===== src/rtl/alu_button_cmd.sv =====
// alu_button_cmd: synchronizes and debounces the add/sub buttons and issues one ALU command per press.
// Optional: define CMD_COUNT_EN to add the cmd_count output (accepted command counter, wraps at 256).
module alu_button_cmd #(
  parameter int DEBOUNCE_CYCLES = 1000000,
  parameter int CNT_W           = 20,
  parameter int DATA_W          = 4
) (
  input  logic              clock,
  input  logic              reset,
  input  logic [DATA_W-1:0] ra1,
  input  logic [DATA_W-1:0] ra2,
  input  logic              add_button,
  input  logic              sub_button,
  input  logic              cmd_ready,
  output logic              cmd_valid,
  output logic              cmd_op,
  output logic [DATA_W-1:0] cmd_a,
  output logic [DATA_W-1:0] cmd_b,
  output logic              busy
`ifdef CMD_COUNT_EN
  ,
  output logic [7:0]        cmd_count
`endif
);

  typedef enum logic [1:0] {
    IDLE,
    DEBOUNCE,
    ISSUE,
    HOLD
  } state_t;

  localparam logic [CNT_W-1:0] CNT_MAX =
    CNT_W'(DEBOUNCE_CYCLES - 1);

  state_t            state_q, state_d;
  logic [CNT_W-1:0]  cnt_q, cnt_d;
  logic              op_q, op_d;
  logic              add_q1, add_s;
  logic              sub_q1, sub_s;
  logic              sel_s;
  logic              cnt_max;
  logic              hs;
  logic              fire;
  logic              valid_d;
  logic              cop_d;
  logic [DATA_W-1:0] a_d, b_d;

  // Selected button level; op 0 tracks add, op 1 tracks sub.
  assign sel_s   = op_q ? sub_s : add_s;
  assign cnt_max = (cnt_q == CNT_MAX);
  assign hs      = cmd_valid & cmd_ready;
  assign fire    = (state_q == DEBOUNCE) & ~sel_s & cnt_max;
  assign busy    = (state_q != IDLE);

  // Two-flop synchronizers, released level is 1.
  always_ff @(posedge clock or posedge reset) begin
    if (reset) begin
      add_q1 <= 1'b1;
      add_s  <= 1'b1;
      sub_q1 <= 1'b1;
      sub_s  <= 1'b1;
    end else begin
      add_q1 <= add_button;
      add_s  <= add_q1;
      sub_q1 <= sub_button;
      sub_s  <= sub_q1;
    end
  end

  // State, counter, op and command registers.
  always_ff @(posedge clock or posedge reset) begin
    if (reset) begin
      state_q   <= IDLE;
      cnt_q     <= '0;
      op_q      <= 1'b0;
      cmd_valid <= 1'b0;
      cmd_op    <= 1'b0;
      cmd_a     <= '0;
      cmd_b     <= '0;
    end else begin
      state_q   <= state_d;
      cnt_q     <= cnt_d;
      op_q      <= op_d;
      cmd_valid <= valid_d;
      cmd_op    <= cop_d;
      cmd_a     <= a_d;
      cmd_b     <= b_d;
    end
  end

  // Next state and debounce counter.
  always_comb begin
    state_d = state_q;
    cnt_d   = cnt_q;
    op_d    = op_q;
    unique case (state_q)
      IDLE: begin
        // Exactly one button low; simultaneous presses are dropped.
        if (add_s ^ sub_s) begin
          op_d    = add_s;
          cnt_d   = '0;
          state_d = DEBOUNCE;
        end
      end
      DEBOUNCE: begin
        if (sel_s)
          state_d = IDLE;
        else if (cnt_max)
          state_d = ISSUE;
        else
          cnt_d = cnt_q + CNT_W'(1);
      end
      ISSUE: begin
        if (cmd_ready) begin
          cnt_d   = '0;
          state_d = HOLD;
        end
      end
      HOLD: begin
        if (!sel_s)
          cnt_d = '0;
        else if (cnt_max)
          state_d = IDLE;
        else
          cnt_d = cnt_q + CNT_W'(1);
      end
    endcase
  end

  // Command outputs: capture switches on issue, drop valid on handshake.
  always_comb begin
    valid_d = cmd_valid;
    cop_d   = cmd_op;
    a_d     = cmd_a;
    b_d     = cmd_b;
    if (fire) begin
      valid_d = 1'b1;
      cop_d   = op_q;
      a_d     = ra1;
      b_d     = ra2;
    end else if (hs) begin
      valid_d = 1'b0;
    end
  end

`ifdef CMD_COUNT_EN
  // Accepted command counter, wraps naturally.
  always_ff @(posedge clock or posedge reset) begin
    if (reset)
      cmd_count <= 8'd0;
    else if (hs)
      cmd_count <= cmd_count + 8'd1;
  end
`endif

endmodule


===== config.mk =====
export PLATFORM = sky130hd
export DESIGN_NAME = alu_button_cmd
export DESIGN_NICKNAME = d
export VERILOG_FILES = /design/src/rtl/alu_button_cmd.sv
export SDC_FILE = /design/constraint.sdc
export NUM_CORES = 1
export LEC_CHECK = 0
export ABC_AREA = 0
export BUFFER_PORTS_ARGS = -buffer_cell sky130_fd_sc_hd__buf_2
export CAP_MARGIN = 20
export CORE_MARGIN = 4
export CORE_UTILIZATION = 52
export CTS_CLUSTER_SIZE = 16
export DETAILED_ROUTE_END_ITERATION = 16
export MAX_ROUTING_LAYER = met4
export PLACE_DENSITY = 0.76
export SETUP_SLACK_MARGIN = 0.5
export SLEW_MARGIN = 5
export SYNTH_ARGS = -nofsm -noshare
export SYNTH_HDL_FRONTEND = slang
export SYNTH_SLANG_ARGS = --single-unit

===== constraint.sdc =====
create_clock -name clock -period 2 [get_ports clock]
set_input_delay 0.5 -clock clock [delete_from_list [all_inputs] [get_ports clock]]
set_output_delay 0.5 -clock clock [all_outputs]
set_load 0.01 [all_outputs]

==> impl_metrics.toml, run 1 <==
[timing]
clock.fmax_mhz = 491
slew_viol_final = 0
period_share = 1.02
final_hold_viol_count = 0
finalWorstSetupSlack_ns = -0.0387
clock_skew_ns = 0.00567
slew_headroom = 0.586
tightest_slew_ns = 0.616
setup_violations = 5
min_period_ns = 2.04
rsz0062_at_grt = "yes"

[logic_synthesis]
synth_seq_area_share = 0.446
synth_top_family_by_area = "simple AND/OR/NAND/NOR gates"
synth_warnings = 0
synth_compound_area_frac = 0.153
synth_xor_xnor_area_share = 0.00420
ys_async_sr_fraction = 1.00
yosys.area_share.adder = 0.00600
muxShareOfSynthArea = 0.0786
syn-instance-count = 196
yosysTopAreaCellShare = 0.396
ys_ff_latch = 37
synthDistinctLibCells = 45
synthFlopType = "dfrtp_1"
synthSimpleGateAreaFrac = 0.265
avgSynthCellArea_um2 = 10.6
netlist_area_um2 = 2090
synth_edf_count = 0
yosys.area.top_type = "dfrtp_1"
synthTopCellsByArea = "dfrtp_1, dfstp_2, o31ai_1, or4_1, mux2_2"
syn_nets = 210

[power]
cellPowerDensity_nw_per_um2 = 768
clockPowerShare = 0.223
internal_power_mw = 1.48
finalPower_mw = 2.33
seqPwrFrac = 0.379
combPwrFrac = 0.399
p_sw_frac = 0.367
p_leak_nw = 1.35
switchingPower_mw = 0.855
ir_drop_uv = 634

[clock_network]
clkSinkCount = 37
clk_pin_slew_ns = 0.08
cts_max_level = 2
clock_latency_ns = 0.30
cts_buffer_depth = 2
clk_root_buffer_cell = "clkbuf_8"
ctsHoldBuffers = 0
numCtsBuffers = 5
cts_tree = "built"

[floorplanning]
die-area_um2 = 5090
die_h_um = 71.3
ios = 24
dieWidth_um = 71.3
rows = 22
core-area_um2 = 3770
start_util = 0.553

[finish]
antenna_cells = 0
final_common_cell = "buf_4"
finalNetCount = 287
most-common-layout-cells = "buf_4, dfrtp_1, buf_2"
layout-drive-gt1-share = 0.558
area_growth_pct = 45.5
final_util = 0.805

[placed_design]
dpl.hpwl_um = 3140
routabilityCongestion = 0.767
io_buffer_count = 23
place_ws_ns = -0.0142

[routing]
drt-initial-drc-count = 210
wl_per_cell_um = 19.7
drtAntennaViolNets = 0
drc = 0
drt-pass1-iter-count = 5
routed_wl_um = 6340
vias = 2005
viasPerCell = 6.23

[global_route]
grt_usage = 0.222
antenna_found_initial = 0
grt_pass1_vias = 1846
grt_pass1_wl_um = 8640
grt_overflow = 0
grt_max_degree = 38

[flow_run]
cap_violations = 0

[setup_path]
cp-start-kind = "flop"
end_kind = "flop"
path_max_fanout = 17
worstPathArrival_ns = 2.24
critPathKind = "flop to flop"
worstPathRequired_ns = 2.20

[status]
outcome = "complete, but fails checks"
violations = "setup timing"

[hold_path]
hp-class = "input port to async pin"
[synthesized netlist by cell type, drive strengths merged (5+ instances only)]
master	instances
a21oi	16
buf	8
dfrtp	33
inv	8
mux2	11
nand2	15
nand2b	5
nand3	12
nand4	5
nor2	7
nor4	7
o21ai	10
o31ai	13
or4	12
[layout make-up]
type                       count  area (um^2)
clock buffer                   6         72.6
clock inverter                 2         10.0
fill                         186          736
inverter                       8         40.0
multi-input combinational    142         1290
sequential                    37          935
tap                           48         60.1
timing repair buffer          79          624
[repair_timing]
action	in CTS	in global routing
resized for setup	24	48
pin swaps	12	26
buffers inserted	12	22
setup endpoints to repair	33	33
cloned	3	1
[final timing paths]
kind | from | end | slack (ns) | depth (start not counted)
hold / removal | reset | cmd_a[2]$_DFFE_PP0P_ | 0.30 | 3
hold reg to reg | sub_q1$_DFF_PP1_ | sub_s$_DFF_PP1_ | 0.36 | 0
setup / recovery | state_q[0]$_DFFE_PP0P_ | cnt_q[8]$_DFFE_PP0P_ | -0.04 | 6
setup reg to reg | state_q[0]$_DFFE_PP0P_ | cnt_q[8]$_DFFE_PP0P_ | -0.04 | 6
min in group clock | sub_button | sub_q1$_DFF_PP1_ | 0.30 | 1
max in group asynchronous | reset | cnt_q[14]$_DFFE_PP0P_ | 1.33 | 3
[power by group through the flow]
stage	combinational, mW	sequential, mW	clock (mW)
floorplan	0.386	0.870	0
CTS	0.678	0.861	0.531
global placement	0.573	0.873	0
detailed placement	0.588	0.876	0
global route	0.991	0.892	0.572
finish	0.929	0.883	0.519
[kinds of logic (layout without fill, tap and decap cells)]
kind of cell               count (synthesis)  after routing
buffers and inverters                     18             95
AOI/OAI and AO/OA                         47             47
adders and majority gates                  1              1
and+or+nand+nor                           77             78
DFF                                       37             37
xor gates and xnor gates                   1              1
muxes                                     15             15
[flip-flops by register name (all words and copies together), names as in the netlist, named ones only]
signal	count
cnt_q	20
cmd_a	4
cmd_b	4
add_q1	1
add_s	1
cmd_op	1
cmd_valid	1
op_q	1
state_q	1
sub_q1	1
sub_s	1
[metal layers]
| layer | global-route usage | up-vias | routed length [um] |
|---|---|---|---|
| li1 | - | 902 | - |
| met4 | 0.0835 | 0 | 168 |
| met1 | 0.279 | 964 | 2570 |
| met3 | 0.0421 | 20 | 404 |
| met5 | - | - | 0 |
| met2 | 0.355 | 119 | 3190 |
[through the flow]
step	cells	hold WS (ns)	setup TNS (ns)	cell area (um^2)
after global routing	322	0.285	-0.803	3040
after global placement	276	0.347	0	2370
final	322	0.298	-0.0818	3040
after floorplan	196	0.345	0	2120
after detailed placement	276	0.351	-0.0160	2370
after CTS	299	0.290	0	2660
[critical path, cell delays in order (launching register included)]
cell and delay [ns]:
dfrtp_1 0.41, nor2b_1 0.16, o21a_1 0.19, o31a_1 0.29, buf_12 0.17, or4_1 0.48
a21oi_1 0.23
Note: power is estimated with default switching activity, not from simulation.
==> inputs of run 2 (changes only) <==
Settings changed: CELL_PAD_IN_SITES_DETAIL_PLACEMENT from default to 0, CELL_PAD_IN_SITES_GLOBAL_PLACEMENT from default to 1, CORE_UTILIZATION 52 to 49, PLACE_DENSITY 0.76 to 0.85.
Clock period 2 ns to 2.4 ns, I/O delays scaled along.
==> run 2 against run 1 <==
  * The run now ends clean
  * Non-clock buffer count down 18
  * Combinational power shrank 27%
  * Final cell count shrank 5.0%
  * Total power fell by 17%
  * Clock power grew 3%
  * Worst hold slack improved by 0.061 ns
  * Routed wire length fell by 4.8%
  * Die area increased by 5.4%
  * Sequential power shrank 17%
  * Sequential cell count did not move
  * First-iteration DRC count is 12% lower
  * Critical endpoint is now cnt_q[3]$_DFFE_PP0P_
  * Largest cell class unchanged
  * Largest power group is now registers
==> impl_metrics.toml, run 2 (same netlist as run 1, synthesis figures left out) <==
[floorplanning]
dieWidth_um = 73.2
die_h_um = 73.2
start_util = 0.514
core-area_um2 = 4060
die-area_um2 = 5360
ios = 24
rows = 23

[setup_path]
path_max_fanout = 6
path_delay_family = "compound AO/OA/AOI/OAI gates"
crit_path_max_incr_delay_ns = 0.52
worstPathArrival_ns = 2.29
cpMaxStageDelayCell = "or4_1"
cp_cell_sequence = "nor2b_4, o21a_1, o31a_1, buf_6, or4_1, a21oi_2"
end_kind = "flop"
critPathKind = "flop to flop"
cp_num_buf_inv = 1
worstPathRequired_ns = 2.62
cp-start-kind = "flop"

[global_route]
grt_usage = 0.213
grt_overflow = 0
grt_pass1_wl_um = 8540
grt_pass1_vias = 1764
antenna_found_initial = 0
grt_max_degree = 21

[hold_path]
hp-class = "flop to flop"

[finish]
area_growth_pct = 36.1
largest_reg_flops = 20
top_register = "cnt_q"
top_regs = "cnt_q: 20 flops, cmd_a: 4 flops, cmd_b: 4 flops"
n_fill_cell = 278
final_common_cell = "dfrtp_1"
final_util = 0.699
most-common-layout-cells = "dfrtp_1, buf_4, buf_2"
finalNetCount = 269
antenna_cells = 0
layout-drive-gt1-share = 0.496

[placed_design]
io_buffer_count = 23
routabilityCongestion = 0.826
dpl.hpwl_um = 3470

[power]
clockPowerShare = 0.275
ir_drop_uv = 384
p_leak_nw = 1.24
p_sw_frac = 0.342
seqPwrFrac = 0.375
switchingPower_mw = 0.663
combPwrFrac = 0.349
finalPower_mw = 1.94
internal_power_mw = 1.28
cellPowerDensity_nw_per_um2 = 684

[timing]
final_hold_viol_count = 0
hold_ws_ns = 0.360
tightest_slew_ns = 0.720
clock_skew_ns = 0.00454
setup_violations = 0
finalSetupTns_ns = 0
period_share = 0.861
slew_headroom = 0.519
min_period_ns = 2.07
clock.fmax_mhz = 484
rsz0062_at_grt = "yes"
slew_viol_final = 0

[clock_network]
cts_max_level = 2
cts_tree = "built"
clk_pin_slew_ns = 0.07
clock_latency_ns = 0.29
clkSinkCount = 37
ctsHoldBuffers = 0
cts_buffer_depth = 2
numCtsBuffers = 5
clk_root_buffer_cell = "clkbuf_8"

[routing]
wl_per_cell_um = 19.7
viasPerCell = 6.30
drt-initial-drc-count = 184
drtAntennaViolNets = 0
drt-pass1-iter-count = 4
vias = 1927
drc = 0
routed_wl_um = 6040

[flow_run]
cap_violations = 0

[status]
outcome = "finished, final reports clean"
[run 2: repair_timing]
| item | 4_1_cts | 5_1_grt |
|---|---|---|
| pin swaps | 7 | 19 |
| resized for setup | 11 | 47 |
| cloned | 2 | 5 |
| endpoints found under the setup margin | 30 | 32 |
| setup buffers | 9 | 17 |
[run 2: routing by layer]
layer / track usage / vias up / wire length [um]
met5: - / - / 0
met4: 0.0820 / 0 / 216
met3: 0.0455 / 21 / 275
met2: 0.330 / 67 / 3090
met1: 0.273 / 977 / 2450
li1: - / 862 / -
[run 2: final cells by class]
class	instances	area (um^2)	area share
Clock buffer	6	72.6	0.0256
Clock inverter	2	35.0	0.0123
Inverter	8	37.5	0.0132
Multi-Input combinational cell	142	1230	0.435
Sequential cell	37	935	0.329
Tap cell	50	62.6	0.0220
Timing Repair Buffer	61	462	0.163
[run 2: worst paths after layout]
kind | startpoint | slack, ns | depth (start not counted) | endpoint
setup / recovery | state_q[0]$_DFFE_PP0P_ | 0.33 | 6 | cnt_q[3]$_DFFE_PP0P_
hold / removal | add_q1$_DFF_PP1_ | 0.36 | 0 | add_s$_DFF_PP1_
setup reg to reg | state_q[0]$_DFFE_PP0P_ | 0.33 | 6 | cnt_q[3]$_DFFE_PP0P_
hold reg to reg | add_q1$_DFF_PP1_ | 0.36 | 0 | add_s$_DFF_PP1_
max in group asynchronous | reset | 1.41 | 3 | cnt_q[8]$_DFFE_PP0P_
min in group asynchronous | reset | 0.42 | 2 | cmd_a[2]$_DFFE_PP0P_
[run 2: power groups by stage]
stage / sequential (mW) / clock (mW) / combinational (mW)
after floorplan: 0.724 / 0 / 0.315
after global placement: 0.739 / 0 / 0.403
after detailed placement: 0.748 / 0 / 0.415
after CTS: 0.727 / 0.538 / 0.478
after global routing: 0.734 / 0.563 / 0.728
final: 0.729 / 0.534 / 0.678
[run 2: stage by stage]
| step | cell area (um^2) | cells | setup slack [ns] |
|---|---|---|---|
| after floorplan | 2090 | 196 | 0.505 |
| after global placement | 2250 | 265 | 0.399 |
| after detailed placement | 2250 | 265 | 0.307 |
| after CTS | 2490 | 284 | 0.340 |
| after global routing | 2840 | 306 | 0.268 |
| final | 2840 | 306 | 0.334 |
[run 2: worst reg2reg max path, stage by stage, from the launching register on]
cell,delay (ns)
dfrtp_1,0.41
nor2b_4,0.13
o21a_1,0.18
o31a_1,0.41
buf_6,0.19
or4_1,0.52
a21oi_2,0.15
